==> config.mk <==
export PLATFORM = sky130hd
export DESIGN_NAME = pipelined_adder
export DESIGN_NICKNAME = d
export VERILOG_FILES = /design/src/rtl/pipelined_adder_pkg.sv /design/src/rtl/adder_chunk.sv /design/src/rtl/full_adder.sv /design/src/rtl/pipelined_adder.sv
export SDC_FILE = /design/constraint.sdc
export NUM_CORES = 1
export LEC_CHECK = 0
export ABC_AREA = 1
export CELL_PAD_IN_SITES_DETAIL_PLACEMENT = 1
export CELL_PAD_IN_SITES_GLOBAL_PLACEMENT = 1
export CORE_AREA = 5 5 107 109
export CTS_BUF_LIST = sky130_fd_sc_hd__clkbuf_8 sky130_fd_sc_hd__clkbuf_16
export CTS_CLUSTER_SIZE = 8
export DETAILED_ROUTE_END_ITERATION = 8
export DIE_AREA = 0 0 112 114
export GPL_TIMING_DRIVEN = 0
export PLACE_DENSITY_LB_ADDON = 0.1
export SKIP_CTS_REPAIR_TIMING = 1
export SLEW_MARGIN = 20
export SYNTH_ARGS = -nofsm -noshare
export SYNTH_HDL_FRONTEND = slang
export SYNTH_SLANG_ARGS = --single-unit
==> constraint.sdc <==
create_clock -name clk -period 5.18 [get_ports clk]
set_input_delay 1.295 -clock clk [delete_from_list [all_inputs] [get_ports clk]]
set_output_delay 1.295 -clock clk [all_outputs]
set_load 0.03 [all_outputs]
==> src/rtl/pipelined_adder_pkg.sv <==
// Shared definitions for the pipelined adder/subtractor.
//   chunk_w  : bits resolved per pipeline stage (WIDTH/STAGES)
//   cfg_ok   : legality of a WIDTH/STAGES pairing, checked at elaboration
//   stage_rec_t : stage register layout for the default 16-bit/4-stage build;
//                 the top builds the same record per stage with stage-sized
//                 fields so no dead bits are registered.
package pipelined_adder_pkg;

  localparam int DEF_WIDTH  = 16;
  localparam int DEF_STAGES = 4;

  function automatic int chunk_w(int width, int stages);
    return width / stages;
  endfunction

  function automatic bit cfg_ok(int width, int stages);
    return (width >= 1) && (stages >= 1) && (stages <= width) &&
           ((width % stages) == 0);
  endfunction

  localparam int DEF_CHUNK = chunk_w(DEF_WIDTH, DEF_STAGES);

  typedef struct packed {
    logic                 vld;
    logic                 carry;
    logic [DEF_WIDTH-1:0] psum;
    logic [DEF_WIDTH-1:0] a_rem;
    logic [DEF_WIDTH-1:0] b_rem;
  } stage_rec_t;

endpackage

==> src/rtl/adder_chunk.sv <==
// W-bit ripple-carry adder built from full_adder cells.
//   a, b, ci : operands and carry in
//   s        : W-bit sum
//   co       : carry out of the top bit
//   c_msb    : carry into the top bit (for signed overflow)
module adder_chunk #(
  parameter int W = 4
) (
  input  logic [W-1:0] a,
  input  logic [W-1:0] b,
  input  logic         ci,
  output logic [W-1:0] s,
  output logic         co,
  output logic         c_msb
);
  logic [W:0] c;

  assign c[0] = ci;

  for (genvar i = 0; i < W; i++) begin : g_fa
    full_adder u_fa (
      .a  (a[i]),
      .b  (b[i]),
      .ci (c[i]),
      .s  (s[i]),
      .co (c[i+1])
    );
  end

  assign co    = c[W];
  assign c_msb = c[W-1];
endmodule

==> src/rtl/full_adder.sv <==
// One-bit full adder cell.
//   a, b, ci : addend bits and carry in
//   s, co    : sum bit and carry out
module full_adder (
  input  logic a,
  input  logic b,
  input  logic ci,
  output logic s,
  output logic co
);
  assign s  = a ^ b ^ ci;
  assign co = (a & b) | (ci & (a ^ b));
endmodule

==> src/rtl/pipelined_adder.sv <==
// Pipelined WIDTH-bit adder/subtractor. Stage k resolves bits
// [k*CHUNK +: CHUNK]; pending upper operand bits ride forward with the beat
// and finished low sum bits are carried along for alignment. Latency STAGES.
//   clk, rst            : clock, async active-high reset
//   in_valid/in_ready   : operand handshake (a, b, cin, sub)
//   out_valid/out_ready : result handshake (sum, cout, ovf)
//   sub=1               : a - b - cin; cout=1 means no borrow
module pipelined_adder
  import pipelined_adder_pkg::*;
#(
  parameter int WIDTH  = 16,
  parameter int STAGES = 4
) (
  input  logic             clk,
  input  logic             rst,
  input  logic             in_valid,
  output logic             in_ready,
  input  logic [WIDTH-1:0] a,
  input  logic [WIDTH-1:0] b,
  input  logic             cin,
  input  logic             sub,
  output logic             out_valid,
  input  logic             out_ready,
  output logic [WIDTH-1:0] sum,
  output logic             cout,
  output logic             ovf
);
  localparam int CHUNK = chunk_w(WIDTH, STAGES);

  if (!cfg_ok(WIDTH, STAGES)) begin : g_bad_cfg
    $error("pipelined_adder: need 1 <= STAGES <= WIDTH and WIDTH %% STAGES == 0");
  end

  // Whole pipe advances together; bubbles are kept, never squeezed out.
  logic              en;
  logic [STAGES:1]   vld_q;
  logic [STAGES:0]   vld_pipe;

  assign en        = !out_valid || out_ready;
  assign in_ready  = en;
  assign vld_pipe  = {vld_q, in_valid};
  assign out_valid = vld_pipe[STAGES];

  always_ff @(posedge clk or posedge rst)
    if (rst)     vld_q <= '0;
    else if (en) vld_q <= vld_pipe[STAGES-1:0];

  for (genvar k = 0; k < STAGES; k++) begin : g_st
    localparam int IW = WIDTH - k*CHUNK;  // operand bits still pending here
    localparam int LO = k*CHUNK;          // sum bits already resolved

    logic [IW-1:0]       a_in, b_in;
    logic                c_in;
    logic [CHUNK-1:0]    s;
    logic                co, c_msb;
    logic [LO+CHUNK-1:0] psum_in;

    if (k == 0) begin : g_src
      // Subtract folds into the operands here so sub never enters the pipe.
      assign a_in    = a;
      assign b_in    = sub ? ~b : b;
      assign c_in    = sub ? ~cin : cin;
      assign psum_in = s;
    end else begin : g_src
      assign a_in    = g_st[k-1].g_mid.q.a_rem;
      assign b_in    = g_st[k-1].g_mid.q.b_rem;
      assign c_in    = g_st[k-1].g_mid.q.carry;
      assign psum_in = {s, g_st[k-1].g_mid.q.psum};
    end

    if (k < STAGES-1) begin : g_mid
      typedef struct packed {
        logic                carry;
        logic [LO+CHUNK-1:0] psum;
        logic [IW-CHUNK-1:0] a_rem;
        logic [IW-CHUNK-1:0] b_rem;
      } rec_t;
      rec_t q;

      // Carry into the chunk MSB only matters at the top of the word.
      adder_chunk #(.W(CHUNK)) u_chunk (
        .a     (a_in[CHUNK-1:0]),
        .b     (b_in[CHUNK-1:0]),
        .ci    (c_in),
        .s     (s),
        .co    (co),
        .c_msb ()
      );
      assign c_msb = 1'b0;

      always_ff @(posedge clk or posedge rst)
        if (rst) q <= '0;
        else if (en && vld_pipe[k]) begin
          q.carry <= co;
          q.psum  <= psum_in;
          q.a_rem <= a_in[IW-1:CHUNK];
          q.b_rem <= b_in[IW-1:CHUNK];
        end
    end else begin : g_last
      adder_chunk #(.W(CHUNK)) u_chunk (
        .a     (a_in[CHUNK-1:0]),
        .b     (b_in[CHUNK-1:0]),
        .ci    (c_in),
        .s     (s),
        .co    (co),
        .c_msb (c_msb)
      );

      // Output regs load only on valid beats so they hold across bubbles.
      always_ff @(posedge clk or posedge rst)
        if (rst) begin
          sum  <= '0;
          cout <= 1'b0;
          ovf  <= 1'b0;
        end else if (en && vld_pipe[k]) begin
          sum  <= psum_in;
          cout <= co;
          ovf  <= co ^ c_msb;
        end
    end
  end

endmodule

==> flow_metrics.py <==
metrics = {
    "floorplan": {
        "die_w_um": 112,
        "die-area_mm2": 0.0128,
        "core-area_mm2": 0.0105,
        "io_pins": 58,
        "rows": 38,
        "start_util_pct": 43.2,
        "die_h_um": 114,
    },
    "synthesis": {
        "syn_nets": 576,
        "synth_top_area_cell": "dfrtp_1",
        "synth_cell_types": 16,
        "syn_area_mm2": 0.00454,
        "synth_top_area_share_pct": 53.4,
        "synth.area.top_cells": "dfrtp_1 (53%), nand2_1 (20%), nand3_1 (7.8%)",
        "yosys_register_bits": 97,
        "synthCells": 522,
        "yosysWarnings": 0,
        "synth-seq-area-share_pct": 53.4,
        "synth.avg_cell_area_um2": 8.70,
    },
    "sta": {
        "hold_slack_ns": 0.474,
        "setup_viol": 0,
        "drv_slew": 0,
        "tightest_slew_ns": 0.494,
        "rsz0062_at_grt": "false",
        "final_hold_viol_count": 0,
        "slew_headroom_pct": 67.1,
        "min_period_ns": 4.42,
        "fin_ws_ns": 0.763,
        "fmax_ghz": 0.226,
        "min_period_over_period_pct": 85.3,
        "finClkSkew_ns": 0.0123,
    },
    "global_routing": {
        "grt_max_degree": 74,
        "gr-total-overflow": 0,
        "grtUsageTotal_pct": 17.9,
        "grt_pass1_wl_um": 18100,
        "antenna_found_initial": 0,
        "grt_pass1_vias": 3738,
    },
    "finish": {
        "area_growth_syn_to_layout_pct": 21.3,
        "final_cell_mix": "nand2_1 (243), dfrtp_1 (97), nand3_1 (71)",
        "final_cell_area_mm2": 0.00551,
        "fin_nets": 643,
        "drive_above_1_share_pct": 7.41,
        "final_core_util_pct": 52.4,
        "antenna_cells": 0,
        "final_common_cell": "nand2_1",
        "fillers": 1260,
    },
    "detailed_routing": {
        "viasPerCell": 4.68,
        "route.detailed.drc": 0,
        "dr.pass1.iters": 4,
        "avgRoutedWirePerCell_um": 14.2,
        "drtIter0Drc": 118,
        "ant_nets": 0,
        "via_count": 3438,
        "wl_um": 10400,
    },
    "clock_network": {
        "cts_root_buf": "clkbuf_8",
        "clk_pin_slew_ns": 0.08,
        "worstSkewPairLatency_ns": 0.37,
        "numCtsBuffers": 9,
        "cts_tree": "yes",
        "cts_max_level": 3,
        "clock-sinks": 97,
        "clk_path_buf_depth": 2,
    },
    "flow_run": {
        "maxCapViolations": 0,
    },
    "setup_path": {
        "crit_required_ns": 3.88,
        "crit_fanout": 10,
        "timing_worst_setup_path_type": "input pin to primary output",
        "arrival_ns": 3.12,
        "r2r_cells": 9,
        "worst_setup_path_start_kind": "input pin",
        "endpoint_kind": "primary output",
    },
    "power_and_ir_drop": {
        "p_int_w": 0.00180,
        "p_clk_share_pct": 17.5,
        "total_leakage_power_nw": 2.94,
        "vdd_drop_max_mv": 0.216,
        "p_comb_share_pct": 40.3,
        "seqPwrFrac_pct": 42.2,
        "p_per_area_mw_per_mm2": 535,
        "switchingPower_w": 0.00115,
        "switching_share_pct": 39.0,
    },
    "worst_hold_path": {
        "holdCritPathClass": "flip-flop to flip-flop",
        "hold_path_depth": 2,
    },
    "placement": {
        "port_buffers": 55,
        "pre_cts_slack_ns": 0.765,
        "dp_hpwl_um": 8000,
        "gp_congestion": 0.774,
        "place_area_mm2": 0.00530,
    },
    "status": {
        "status": "complete, no violations",
    },
}
==> power by group through the flow <==
stage	sequential [W]	combinational [W]	clock, W
after global routing	0.00128	0.00135	0.000558
after floorplan	0.00134	0.000697	0
after global placement	0.00125	0.00116	0
after detailed placement	0.00126	0.00122	0
after CTS	0.00125	0.00122	0.000524
final	0.00124	0.00119	0.000516
==> worst paths after layout <==
check | start | to | slack, ns
max in group asynchronous | rst | g_st[1].g_mid.q[17]$_DFFE_PP0P_ | 3.30
worst max register to register | g_st[3].c_in$_DFFE_PP0P_ | sum[15]$_DFFE_PP0P_ | 2.79
worst min-delay path | sum[0]$_DFFE_PP0P_ | sum[0]$_DFFE_PP0P_ | 0.47
worst max-delay path | out_ready | in_ready | 0.76
min in group asynchronous | rst | sum[8]$_DFFE_PP0P_ | 1.24
worst min register to register | sum[0]$_DFFE_PP0P_ | sum[0]$_DFFE_PP0P_ | 0.47
==> logic make-up (layout without fill, tap and decap cells) <==
kind of cell	Yosys count	after routing	synth area share, %
simple gates	328	328	30.1
flops	97	97	53.4
buf+inv	73	145	8.10
fa+ha+maj	16	16	7.05
xor+xnor	5	5	0.964
compound gates	3	3	0.330
==> worst max-delay path: stages <==
cell and delay (ns):
clkdlybuf4s50_1 0.46, inv_1 0.10, nand2_2 0.19, buf_6 0.21, buf_6 0.16, clkdlybuf4s50_1 0.68
==> per-layer routing <==
layer  wire length (um)  vias to the layer above  GRT usage (%)
met4                183                        0           7.21
met1               4660                     1640           22.2
met3                293                       12           1.91
met5                  0                        -              0
li1                   -                     1730              -
met2               5310                       56           32.1
==> registers in the layout (all words and copies together), names as in the netlist <==
signal,cells
g_st.g_mid.q,24
g_st.a_in,24
g_st.b_in,24
sum,16
vld_q,4
g_st.c_in,3
cout,1
ovf,1
==> synthesized netlist by cell type <==
library cell,count
nand2_1,243
dfrtp_1,97
nand3_1,71
inv_1,43
fa_1,16
buf_2,12
nand3b_1,11
buf_6,8
buf_4,5
xnor2_1,4
buf_1,3
nand2_2,3
a21oi_1,2
clkbuf_1,2
o21ai_0,1
xor2_1,1
==> stage by stage <==
| step | std cells | power [W] | setup TNS, ns |
|---|---|---|---|
| floorplan | 522 | 0.00204 | 0 |
| global placement | 717 | 0.00241 | -6.06 |
| CTS | 734 | 0.00299 | 0 |
| finish | 734 | 0.00295 | 0 |
| global route | 734 | 0.00319 | 0 |
| detailed placement | 718 | 0.00248 | 0 |
==> cell type report <==
cell class | instances | area [um^2] | area share, %
Sequential cell | 97 | 2430 | 44.1
Multi-Input combinational cell | 352 | 1750 | 31.7
Timing Repair Buffer | 56 | 578 | 10.5
Buffer | 30 | 206 | 3.75
Tap cell | 140 | 175 | 3.18
Inverter | 43 | 166 | 3.02
Clock buffer | 12 | 165 | 3.00
Clock inverter | 4 | 42.5 | 0.772
No activity file was read; power rests on OpenSTA's default activity.
